`src/rtl/beep_pkg.sv`:
```
// Shared constants and state encoding for the buzzer tone path (note decoder + tone generator).
// GAP_CYCLES is only consumed when BEEP_GAP_EN is defined.
package beep_pkg;

    localparam int              CNT_W      = 12;
    localparam logic [CNT_W-1:0] REST_CODE = {CNT_W{1'b1}};
    localparam int              GAP_CYCLES = 1000;
    localparam int              GAP_W      = $clog2(GAP_CYCLES);

    typedef enum logic [1:0] {
        REST = 2'd0,
        RUN  = 2'd1,
        GAP  = 2'd2
    } beep_state_e;

endpackage

```
`src/rtl/beep_tone_gen.sv`:
```
// Square-wave buzzer driver: half-period = (4096 - preset) clk_1M cycles, preset 12'hFFF = silence.
// Optional BEEP_GAP_EN inserts GAP_CYCLES of silence between two different pitches.
module beep_tone_gen
    import beep_pkg::*;
(
    input  logic             clk_1M,
    input  logic             rst,
    input  logic [CNT_W-1:0] music_data,
    output logic             beep,
    output logic             tone_tick,
    output logic             sounding,
    output logic [1:0]       state_dbg
);

`ifdef BEEP_GAP_EN
    localparam bit GAP_EN = 1'b1;
`else
    localparam bit GAP_EN = 1'b0;
`endif

    beep_state_e      state, state_d;
    logic [CNT_W-1:0] cnt, cnt_d;
    logic [CNT_W-1:0] preset_q, preset_d;
    logic             beep_d;
    logic             tick_d;
`ifdef BEEP_GAP_EN
    logic [GAP_W-1:0] gap_cnt, gap_d;
`endif

    assign state_dbg = state;

    always_comb begin
        state_d  = state;
        cnt_d    = cnt;
        preset_d = preset_q;
        beep_d   = beep;
        tick_d   = 1'b0;
`ifdef BEEP_GAP_EN
        gap_d    = gap_cnt;
`endif
        case (state)
            REST: begin
                beep_d = 1'b0;
                cnt_d  = REST_CODE;
                if (music_data != REST_CODE) begin
                    cnt_d    = music_data;
                    preset_d = music_data;
                    state_d  = RUN;
                end
            end
            RUN: begin
                // Preset is only sampled at the reload, so a phase is never cut short.
                if (cnt != REST_CODE) begin
                    cnt_d = cnt + 1'b1;
                end else if (music_data == REST_CODE) begin
                    beep_d  = 1'b0;
                    tick_d  = beep;
                    state_d = REST;
                end else if (music_data == preset_q || !GAP_EN) begin
                    cnt_d    = music_data;
                    preset_d = music_data;
                    beep_d   = ~beep;
                    tick_d   = 1'b1;
                end
`ifdef BEEP_GAP_EN
                else begin
                    beep_d  = 1'b0;
                    tick_d  = beep;
                    gap_d   = GAP_W'(GAP_CYCLES - 1);
                    state_d = GAP;
                end
`endif
            end
`ifdef BEEP_GAP_EN
            GAP: begin
                beep_d = 1'b0;
                if (gap_cnt != '0) begin
                    gap_d = gap_cnt - 1'b1;
                end else if (music_data == REST_CODE) begin
                    state_d = REST;
                end else begin
                    cnt_d    = music_data;
                    preset_d = music_data;
                    state_d  = RUN;
                end
            end
`endif
            default: begin
                beep_d  = 1'b0;
                cnt_d   = REST_CODE;
                state_d = REST;
            end
        endcase
    end

    always_ff @(posedge clk_1M or posedge rst) begin
        if (rst) begin
            state     <= REST;
            cnt       <= REST_CODE;
            preset_q  <= REST_CODE;
            beep      <= 1'b0;
            tone_tick <= 1'b0;
            sounding  <= 1'b0;
        end else begin
            state     <= state_d;
            cnt       <= cnt_d;
            preset_q  <= preset_d;
            beep      <= beep_d;
            tone_tick <= tick_d;
            sounding  <= (state_d == RUN);
        end
    end

`ifdef BEEP_GAP_EN
    always_ff @(posedge clk_1M or posedge rst) begin
        if (rst) begin
            gap_cnt <= '0;
        end else begin
            gap_cnt <= gap_d;
        end
    end
`endif

endmodule

```
`config.mk`:
```
export PLATFORM = sky130hd
export DESIGN_NAME = beep_tone_gen
export DESIGN_NICKNAME = d
export VERILOG_FILES = /design/src/rtl/beep_pkg.sv /design/src/rtl/beep_tone_gen.sv
export SDC_FILE = /design/constraint.sdc
export NUM_CORES = 1
export LEC_CHECK = 0
export BUFFER_PORTS_ARGS = -buffer_cell sky130_fd_sc_hd__buf_2
export CAP_MARGIN = 20
export CORE_UTILIZATION = 50
export CTS_BUF_LIST = sky130_fd_sc_hd__clkbuf_4 sky130_fd_sc_hd__clkbuf_8
export DETAILED_ROUTE_END_ITERATION = 7
export PLACE_DENSITY = 0.71
export SYNTH_ARGS = -nofsm -noshare
export SYNTH_HDL_FRONTEND = slang
export SYNTH_SLANG_ARGS = --single-unit
export TNS_END_PERCENT = 100
```
`constraint.sdc`:
```
create_clock -name clk_1M -period 2.8 [get_ports clk_1M]
set_input_delay 0.28 -clock clk_1M [delete_from_list [all_inputs] [get_ports clk_1M]]
set_output_delay 0.28 -clock clk_1M [all_outputs]
set_load 0.01 [all_outputs]
```
# Word-level counts from Yosys, hierarchy flattened
# Cells that the tools add are included.
[word_totals]
ff_bits = 17
in_bits = 14
out_inout_bits = 5
wordCells = 29
[classes]
n_addsub = 1
eq_ne = 7
mux = 14
bitwise_logic = 1
n_reduce_logical = 1
[ops]
columns = ["operator", "n"]
rows = [
  ["$mux W12", 3],
  ["$ne A12 B12 Y1 const B", 2],
  ["$pmux W12 S2", 1],
  ["$add A12 B1 Y12 const B", 1],
  ["$eq A12 B12 Y1 const B", 1],
  ["$mux W1", 6],
  ["$mux W2", 3],
  ["$eq A2 B1 Y1 const B", 2],
  ["$pmux W2 S2", 1],
  ["$ne A3 B3 Y1 const B", 1],
  ["$logic_not A2 Y1", 1],
  ["$ne A2 B2 Y1 const B", 1],
  ["$not A1 Y1", 1],
]

# Longest topological paths before layout
# Gate-level depths: netlist (run 1).
[logic_depth]
depth_word = 5
ltp_mapped = 6
mapped_depth_nobuf = 5

# Worst setup path before layout (run 1)
# OpenSTA, ideal clock, no wires.
[synth_path]
path_type = "register -> register"
start = "register cnt[0]"
end = "register beep"
setup_time_ns = 0.077
arrival_ns = 1.934
required_time_ns = 2.723
path_slack_ns = 0.788
path_stages_with_launch = 7
path_buffers = 1
period_less_slack_ns = 2.012
path_cell_list = "dfstp_2 ha_1 nand2_1 or4_1 buf_2 or3_1 a21oi_1"
[synth_via]
elab_chain_cells = 2
[synth_lines]
columns = ["item", "line_no", "source"]
rows = [
  ["start, declared", "beep_tone_gen.sv:22", "logic [CNT_W-1:0] cnt, cnt_d;"],
  ["start signal, assigned", "beep_tone_gen.sv:106", "cnt <= cnt_d;"],
  ["$ne A12 B12 Y1", "beep_tone_gen.sv:53", "if (cnt != REST_CODE) begin"],
  ["$ne A2 B2 Y1 (no line)", "-", ""],
  ["end signal, assigned", "beep_tone_gen.sv:108", "beep <= beep_d;"],
  ["end, declared", "beep_tone_gen.sv:9", "output logic beep,"],
]
# No other way between the ends.
# A chain may end at the register's enable or synchronous reset.

# Worst setup path in the final report (run 1)
[layout_path]
start = "register cnt[1]"
end = "register beep"
# The elaborated chain is that of the path after synthesis.

==> flow_summary.yaml, run 1 <==
synth:
  synth_fp_nets: 123
  synth_ff_type: "dfstp_2"
  synth_top_area_share_pct: 31.2
  synth_top_family_by_area: "simple AND/OR/NAND/NOR gates"
  syn_inst: 108
  netlist_area_mm2: 0.00101
  synth_fa_ha_area_share_pct: 1.24
  synth_edf_count: 0
  syn_avg_cell_area_um2: 9.35
  synth_cell_type_count: 35
  yosys-top-cells-area: "dfstp_2, dfrtp_1, nand2_1, nand4_1, o211ai_1"
  synth_xor_area_share_pct: 5.20
  async_reset_ff_share_pct: 100
  ys_warn_count: 0
  ys_seq_area_share_pct: 43.6
  synth_area_leader_cell: "dfstp_2"
  ys_ff_latch: 17
  synthMuxAreaShare_pct: 2.97
  synthSimpleGateAreaFrac_pct: 25.3
  synth_compound_area_share_pct: 18.6
finish:
  insertedDiodeCount: 0
  drive_gt1_share_pct: 31.0
  synthToLayoutAreaGrowth_pct: 15.2
  final_area_mm2: 0.00116
  fin_nets: 145
outcome:
  status: "finished clean"
placement:
  placed_area_mm2: 0.00113
  gp_congestion: 0.869
  portBuffers: 18
  dp_hpwl_um: 1860
setup_path:
  cpPeakStageDelay_ns: 0.63
  path_cells: "ha_1, nand2_1, or4_1, or3_1, a21oi_1"
  crit_path_top_delay_cell: "or4_1"
  cp.required_ns: 3.02
  start_kind: "flip-flop"
  endpoint_kind: "flip-flop"
  path_class: "flip-flop to flip-flop"
  path_max_fanout: 7
  critPathBufInv: 0
  arrival_ns: 2.41
  cp_top_family: "simple AND/OR/NAND/NOR gates"
route:
  drt_iter0_markers: 34
  drc: 0
  first_pass_iters: 4
  num_vias: 944
  drt_wl_total_um: 2480
  wl_per_cell_um: 16.1
  vias_per_cell: 6.13
  antenna_left: 0
sta:
  fin_tns_setup_ns: 0
  max_freq_mhz: 456
  setup_viol: 0
  worstMarginPinSlew_ns: 0.642
  hold_viol_final: 0
  fin_skew_ns: 0.0135
  rsz0062_at_grt: "false"
  period_minus_slack_ns: 2.19
  max_slew_margin_pct: 57.1
  fin_crit_sh_pct: 78.4
  final_max_slew_viol_count: 0
die:
  placementRows: 15
  start_util_pct: 56.0
  io_pins: 19
  die_y_um: 46.9
  die_w_um: 46.9
  design.die.area_mm2: 0.00220
  coreArea_mm2: 0.00180
clock_tree:
  htree_levels: 1
  clk-insertion-delay-late_ns: 0.30
  clockBufferDepth: 2
  postCtsHoldBufs: 0
  cts_tree: "done"
  cts_resized: 0
  cts_buffers: 3
  cts_setup_buffers: 0
  clock_sinks: 17
  clkTransAtPathRegs_ns: 0.11
  cts_root_buf: "clkbuf_4"
power:
  switching_share_pct: 32.6
  leakage_nw: 0.478
  power_w: 0.000607
  seqPwrFrac_pct: 51.1
  comb_power_share_pct: 25.0
  internal-power_w: 0.000409
  p_per_area_mw_per_mm2: 522
  ir_worst_vdd_uv: 356
  p_sw_w: 0.000198
  clkPwrFrac_pct: 23.9
grt:
  grt_pass1_vias: 854
  grt_max_degree: 18
  grt_remaining_overflow: 0
  grt_first_pass_wirelength_um: 4090
  grt_antenna_before_repair: 0
  track_usage_pct: 27.5
run:
  max-cap-violations: 0
hold_path:
  min_path_type: "input pin to async pin"
==> path summary, 6_finish.rpt <==
path	slack, ns	startpoint	cells past startpoint	endpoint
max in group asynchronous	2.33	rst	2	beep
hold reg to reg	0.53	cnt[1]	2	cnt[1]
setup / recovery	0.61	cnt[1]	5	beep
hold / removal	0.04	rst	2	sounding
setup reg to reg	0.61	cnt[1]	5	beep
min in group clk_1M	0.22	music_data[5]	3	cnt[5]
==> cell families (layout without fill, tap and decap cells) <==
logic type,count (synthesis),in the layout
flip-flops,17,17
multiplexers,3,3
adder cells (fa/ha/maj),1,1
AND/OR/NAND/NOR,47,47
other,1,1
XOR/XNOR,6,6
AO/OA/AOI/OAI,26,26
buffers and inverters,7,28
==> worst register-to-register path, cell delays in order (launching register included) <==
cell and delay [ns]:
dfstp_2 0.56, ha_1 0.22, nand2_1 0.16, or4_1 0.63
or3_1 0.39, a21oi_1 0.15
==> cell usage in the layout, fill, tap and decap left out, types with 3 or more instances in the layout <==
cell | Yosys | layout
buf_2 | 1 | 18
nand2_1 | 14 | 14
dfstp_2 | 12 | 12
nand4_1 | 8 | 8
a21oi_1 | 7 | 7
nor2_1 | 7 | 7
o211ai_1 | 5 | 5
dfrtp_1 | 5 | 5
o21ai_0 | 4 | 4
nor4_1 | 4 | 4
inv_1 | 4 | 4
xnor2_1 | 4 | 4
clkbuf_4 | 0 | 4
or3_1 | 3 | 3
mux2i_1 | 3 | 3
nor3_1 | 3 | 3
==> metrics by stage <==
stage               util [%]  cells  hold slack, ns  setup slack (ns)
finish                  64.6    154          0.0426             0.606
global route            64.6    154          0.0959             0.477
CTS                     64.6    154          0.0674             0.621
detailed placement      62.9    150           0.401             0.644
global placement        62.9    150           0.384             0.699
floorplan                  -    108           0.197             0.788
==> synthesized netlist by cell type (all sizes together) (2+ instances only) <==
master	number
a21oi	7
a22oi	2
clkbuf	2
dfrtp	5
dfstp	12
inv	4
mux2i	3
nand2	14
nand3	2
nand4	9
nor2	7
nor3	3
nor4	4
o211ai	5
o21ai	4
or2	2
or3	3
xnor2	4
xor2	2
==> state kept, by name (all words and copies together), names as in the netlist <==
register / count
sounding: 1
state_dbg: 2
beep: 1
cnt: 12
tone_tick: 1
==> layout make-up <==
cell class              count  area, um2
flip-flops and latches     17        440
clock buffers               4       30.0
fillers                   157        638
multi-input cells          84        542
repair buffers             20        105
well taps                  25       31.3
inverters                   4       15.0
==> power groups by stage <==
stage | clock network [W] | logic, W | registers [W]
finish | 0.000145 | 0.000152 | 0.000310
global route | 0.000163 | 0.000172 | 0.000314
CTS | 0.000147 | 0.000151 | 0.000310
detailed placement | 0 | 0.000150 | 0.000314
global placement | 0 | 0.000148 | 0.000312
floorplan | 0 | 0.000109 | 0.000306
==> routing by layer <==
| layer | up-vias | part of all wire [%] | track usage [%] | wire (um) |
|---|---|---|---|---|
| li1 | 448 | - | - | - |
| met1 | 452 | 45 | 39.1 | 1110 |
| met2 | 34 | 46 | 41.1 | 1150 |
| met3 | 10 | 6.3 | 5.38 | 156 |
| met4 | 0 | 2.7 | 11.4 | 68 |
| met5 | - | 0 | 0 | 0 |
No activity file was read; power rests on OpenSTA's default activity.
==> inputs of run 2 (changes only) <==
--- a/config.mk
+++ b/config.mk
@@ -5,12 +5,13 @@
 export SDC_FILE = /design/constraint.sdc
 export NUM_CORES = 1
 export LEC_CHECK = 0
+export ABC_AREA = 1
 export BUFFER_PORTS_ARGS = -buffer_cell sky130_fd_sc_hd__buf_2
 export CAP_MARGIN = 20
 export CORE_UTILIZATION = 50
 export CTS_BUF_LIST = sky130_fd_sc_hd__clkbuf_4 sky130_fd_sc_hd__clkbuf_8
 export DETAILED_ROUTE_END_ITERATION = 7
-export PLACE_DENSITY = 0.71
+export PLACE_DENSITY = 0.7
 export SYNTH_ARGS = -nofsm -noshare
 export SYNTH_HDL_FRONTEND = slang
 export SYNTH_SLANG_ARGS = --single-unit
==> constraint.sdc (replaced) <==
create_clock -name clk_1M -period 2.1 [get_ports clk_1M]
set_input_delay 0.21 -clock clk_1M [delete_from_list [all_inputs] [get_ports clk_1M]]
set_output_delay 0.21 -clock clk_1M [all_outputs]
set_load 0.01 [all_outputs]
==> flow_summary.yaml, run 2 <==
sta:
  max_slew_margin_pct: 58.3
  fin_skew_ns: 0.00498
  hold_viol_final: 0
  fin_tns_setup_ns: 0
  max_freq_mhz: 574
  final_max_slew_viol_count: 0
  worstMarginPinSlew_ns: 0.625
  rsz0062_at_grt: "false"
  fin_crit_sh_pct: 83.0
  period_minus_slack_ns: 1.74
  setup_viol: 0
clock_tree:
  clock_sinks: 17
  clockBufferDepth: 2
  cts_root_buf: "clkbuf_4"
  htree_levels: 1
  cts_setup_buffers: 0
  clk-insertion-delay-late_ns: 0.29
  cts_tree: "done"
  cts_buffers: 3
  clkTransAtPathRegs_ns: 0.11
power:
  leakage_nw: 0.643
  p_per_area_mw_per_mm2: 1010
  ir_worst_vdd_uv: 543
synth:
  synth_fp_nets: 164
  synth_ff_type: "dfstp_2"
  synth_top_area_share_pct: 28.1
  ys_seq_area_share_pct: 39.2
  ys_warn_count: 0
  synthTopCellsByCount: "nand2_1, nor2_1, inv_1"
  syn_inst: 149
  synth_area_leader_cell: "dfstp_2"
  synth.most_common_cell: "nand2_1"
  netlist_area_mm2: 0.00112
  synth_cell_type_count: 30
  yosys-top-cells-area: "dfstp_2, nand2_1, dfrtp_1, a21oi_1, nor2_1"
  ys_ff_latch: 17
  async_reset_ff_share_pct: 100
  synth_edf_count: 0
  syn_avg_cell_area_um2: 7.54
placement:
  portBuffers: 18
  dp.cells: 192
  gp_congestion: 0.801
  dp_hpwl_um: 1830
setup_path:
  endpoint_kind: "flip-flop"
  cp.required_ns: 2.33
  arrival_ns: 1.97
  path_max_fanout: 14
  path_class: "flip-flop to flip-flop"
  worst_r2r_path_depth: 9
  start_kind: "flip-flop"
  r2r_setup_slack_ns: 0.36
route:
  vias_per_cell: 5.08
  drc: 0
  wl_per_cell_um: 11.7
  num_vias: 1000
  drt_wl_total_um: 2310
  first_pass_iters: 4
  antenna_left: 0
  drt_iter0_markers: 21
die:
  placementRows: 16
  start_util_pct: 55.0
  die_y_um: 49.4
  die_w_um: 49.4
  coreArea_mm2: 0.00204
  io_pins: 19
  design.die.area_mm2: 0.00244
grt:
  track_usage_pct: 21.3
  grt_pass1_vias: 918
  grt_max_degree: 18
  grt_antenna_before_repair: 0
  grt_remaining_overflow: 0
  grt_first_pass_wirelength_um: 4020
hold_path:
  min_path_type: "input pin to flip-flop"
  min_path_cells: 3
finish:
  final_util_pct: 62.1
  multi_input_area_um2: 593
  regMostFlops: "cnt"
  register_area_um2: 440
  final_cell_mix: "nand2_1, nor2_1, buf_2, inv_1, a21oi_1"
  largest_register_ffs: 12
  final_cells: 197
  fin_nets: 186
  final_common_cell: "nand2_1"
  synthToLayoutAreaGrowth_pct: 12.9
  num-fill-cells: 203
  insertedDiodeCount: 0
  drive_gt1_share_pct: 32.9
run:
  max-cap-violations: 0
outcome:
  status: "finished clean"
[run 2: cells by family after synthesis]
logic type | after synthesis | synth area share [%]
other | 1 | 0.334
adders and majority gates | 1 | 1.11
xor gates and xnor gates | 5 | 3.90
DFF | 17 | 39.2
AOI/OAI and AO/OA | 26 | 13.0
and+or+nand+nor | 78 | 34.4
buffers and inverters | 21 | 8.02
[run 2: through the flow]
stage,worst slack (ns),total power (W),area [um2],hold WS (ns)
6_report,0.357,0.00129,1270,0.159
5_1_grt,0.210,0.00140,1270,0.167
3_3_place_gp,0.450,0.00111,1230,0.321
4_1_cts,0.374,0.00129,1270,0.154
2_1_floorplan,0.614,0.000999,1120,0.127
3_5_place_dp,0.393,0.00112,1230,0.321
[run 2: layout make-up]
type | count | area share, %
inverters | 19 | 5.82
flip-flops and latches | 17 | 34.7
multi-input cells | 111 | 46.7
clock buffers | 3 | 1.78
clock inverters | 1 | 0.394
repair buffers | 19 | 7.89
well taps | 27 | 2.66
[run 2: worst paths after layout]
check	from	to
min in group asynchronous	rst	beep
max in group asynchronous	rst	state_dbg[1]
hold / removal	music_data[9]	cnt[9]
hold reg to reg	cnt[1]	cnt[1]
setup reg to reg	cnt[0]	cnt[0]
setup / recovery	cnt[0]	cnt[0]
[run 2: critical path, cell delays in order (launching register included)]
cell and delay (ns):
dfstp_2 0.58, ha_1 0.18, nand2_2 0.09, nor2_4 0.16
nand4_4 0.25, inv_2 0.13, nand2_2 0.09, inv_1 0.09
nand2_1 0.06, o21ai_2 0.05
[run 2: what timing repair did]
action / 4_1_cts / 5_1_grt
gates resized for setup: 0 / 0
setup endpoints to repair: 0 / 0
endpoints found under the hold margin: 5 / 0
hold buffers: 1 / 0
[run 2: routing by layer]
metal / part of all wire, % / routed length [um] / GRT usage [%] / up-vias
li1: - / - / - / 516
met1: 47 / 1090 / 28.8 / 470
met2: 50 / 1160 / 36.3 / 12
met3: 2.0 / 47 / 2.80 / 2
met4: 0.61 / 14 / 4.29 / 0
met5: 0 / 0 / 0 / -
[run 2: power breakdown]
| part | internal [W] | leakage [nW] | switching, W | total [W] |
|---|---|---|---|---|
| clock network | 0.0000707 | 0.0177 | 0.000106 | 0.000177 |
| logic | 0.000216 | 0.438 | 0.000365 | 0.000582 |
| registers | 0.000454 | 0.188 | 0.0000750 | 0.000529 |
==> inputs of run 3 (changes only) <==
==> constraint.sdc (replaced) <==
create_clock -name clk_1M -period 1.65 [get_ports clk_1M]
set_input_delay 0.165 -clock clk_1M [delete_from_list [all_inputs] [get_ports clk_1M]]
set_output_delay 0.165 -clock clk_1M [all_outputs]
set_load 0.01 [all_outputs]
==> flow_summary.yaml, run 3 (same netlist as run 2, synthesis figures left out) <==
outcome:
  status: "finished clean"
route:
  first_pass_iters: 4
  drt_iter0_markers: 22
  num_vias: 1044
  drc: 0
  wl_per_cell_um: 12.4
  drt_wl_total_um: 2590
  antenna_left: 0
  vias_per_cell: 5.00
setup_path:
  cp.required_ns: 1.87
  cp_top_family: "flip-flops"
  r2r-end: "cnt[0]"
  reg2reg_from: "cnt[0]"
  worst_r2r_path_depth: 10
  path_max_fanout: 8
  cp_common_cell: "nand2_4"
  arrival_ns: 1.82
  critPathBufInv: 2
  path_cells: "ha_4, nand2_4, nor2_4, buf_6, nand3_4, nand2_4, inv_4, nand2_2, nand2_1, o21ai_2"
  start_kind: "flip-flop"
  cpPeakStageDelay_ns: 0.57
  critPathLaunch: "cnt[0]"
  crit_path_top_delay_cell: "dfstp_2"
  r2r_setup_slack_ns: 0.06
  path_class: "flip-flop to flip-flop"
  endpoint_kind: "flip-flop"
die:
  coreArea_mm2: 0.00204
  die_y_um: 49.4
  start_util_pct: 55.0
  io_pins: 19
  design.die.area_mm2: 0.00244
  placementRows: 16
  die_w_um: 49.4
power:
  power_w: 0.00184
  leakage_nw: 0.705
  p_sw_w: 0.000768
  switching_share_pct: 41.7
  seqPwrFrac_pct: 36.8
  ir_worst_vdd_uv: 1070
  comb_power_share_pct: 50.4
  p_per_area_mw_per_mm2: 1320
  internal-power_w: 0.00107
  clkPwrFrac_pct: 12.8
sta:
  setup_ws_ns: 0.0571
  hold_viol_final: 0
  final_max_slew_viol_count: 0
  fin_skew_ns: 0.00594
  fin_tns_setup_ns: 0
  max_slew_margin_pct: 57.3
  period_minus_slack_ns: 1.59
  setup_viol: 0
  rsz0062_at_grt: "true"
  worstMarginPinSlew_ns: 0.639
  fin_crit_sh_pct: 96.5
  max_freq_mhz: 628
placement:
  dp.cells: 197
  portBuffers: 18
  placed_area_mm2: 0.00127
  dp_hpwl_um: 2000
  gp_congestion: 0.785
  place_ws_ns: -0.0262
clock_tree:
  cts_buffers: 3
  htree_levels: 1
  cts_tree: "done"
  clock_sinks: 17
  cts_root_buf: "clkbuf_4"
  clockBufferDepth: 2
  clk-insertion-delay-late_ns: 0.29
  clkTransAtPathRegs_ns: 0.10
finish:
  synthToLayoutAreaGrowth_pct: 24.2
  final_area_mm2: 0.00140
  final_common_cell: "nand2_1"
  insertedDiodeCount: 0
  regMostFlops: "cnt"
  final_cells: 209
  num-fill-cells: 190
  final_cell_mix: "nand2_1, nor2_1, buf_2, inv_1, a21oi_1"
  fin_nets: 198
  register_area_um2: 440
  largest_register_ffs: 12
  drive_gt1_share_pct: 37.9
  multi_input_area_um2: 623
hold_path:
  hp-start: "music_data[9]"
  min_path_type: "input pin to flip-flop"
  min_to: "cnt[9]"
  min_path_cells: 3
grt:
  grt_pass1_vias: 1010
  track_usage_pct: 23.6
  grt_first_pass_wirelength_um: 4400
  grt_remaining_overflow: 0
  grt_max_degree: 18
  grt_antenna_before_repair: 0
run:
  max-cap-violations: 0
[run 3: through the flow]
stage	util, %	hold WS, ns
after global routing	68.3	0.140
after global placement	62.1	0.262
after detailed placement	62.1	0.275
after floorplan	-	0.0824
final	68.3	0.110
after CTS	66.6	0.111
[run 3: power by group through the flow]
stage / sequential, W / combinational (W) / clock (W)
5_1_grt: 0.000690 / 0.00103 / 0.000262
6_report: 0.000679 / 0.000928 / 0.000236
4_1_cts: 0.000669 / 0.000882 / 0.000241
3_5_place_dp: 0.000677 / 0.000801 / 0
2_1_floorplan: 0.000662 / 0.000609 / 0
3_3_place_gp: 0.000669 / 0.000790 / 0
[run 3: metal layers]
metal / up-vias / track usage (%) / wire length [um]
met4: 0 / 8.57 / 31
met5: - / 0 / 0
met3: 4 / 1.87 / 51
met2: 15 / 43.2 / 1340
li1: 544 / - / -
met1: 481 / 28.7 / 1170
[run 3: worst max-delay path by stage]
stage,to,slack [ns],depth (start not counted)
2_1_floorplan,cnt[1],0.16,7
3_3_place_gp,cnt[0],0.02,10
3_5_place_dp,cnt[0],-0.03,10
4_1_cts,cnt[5],0.003,7
5_1_grt,cnt[0],-0.04,10
6_report,cnt[0],0.06,10
[run 3: cell type report]
class                           instances  share of cell area [%]
Timing Repair Buffer                   31                    13.9
Multi-Input combinational cell        111                    44.7
Clock buffer                            4                    2.15
Sequential cell                        17                    31.6
Tap cell                               27                    2.42
Inverter                               19                    5.29
[run 3: worst reg2reg max path, delay by kind of cell, from the launching register on]
kind	cells	cell delay, ns
flops	1	0.57
simple gates	6	0.51
buf+inv	2	0.20
fa+ha+maj	1	0.15
compound gates	1	0.11
[run 3: repair_timing]
item | 4_1_cts | 5_1_grt
setup endpoints to repair | 3 | 15
gates resized for setup | 3 | 3
hold buffers | 1 | 0
hold endpoints to repair | 5 | 0
gates cloned | 0 | 0
setup buffers | 5 | 2
pin swaps | 2 | 3
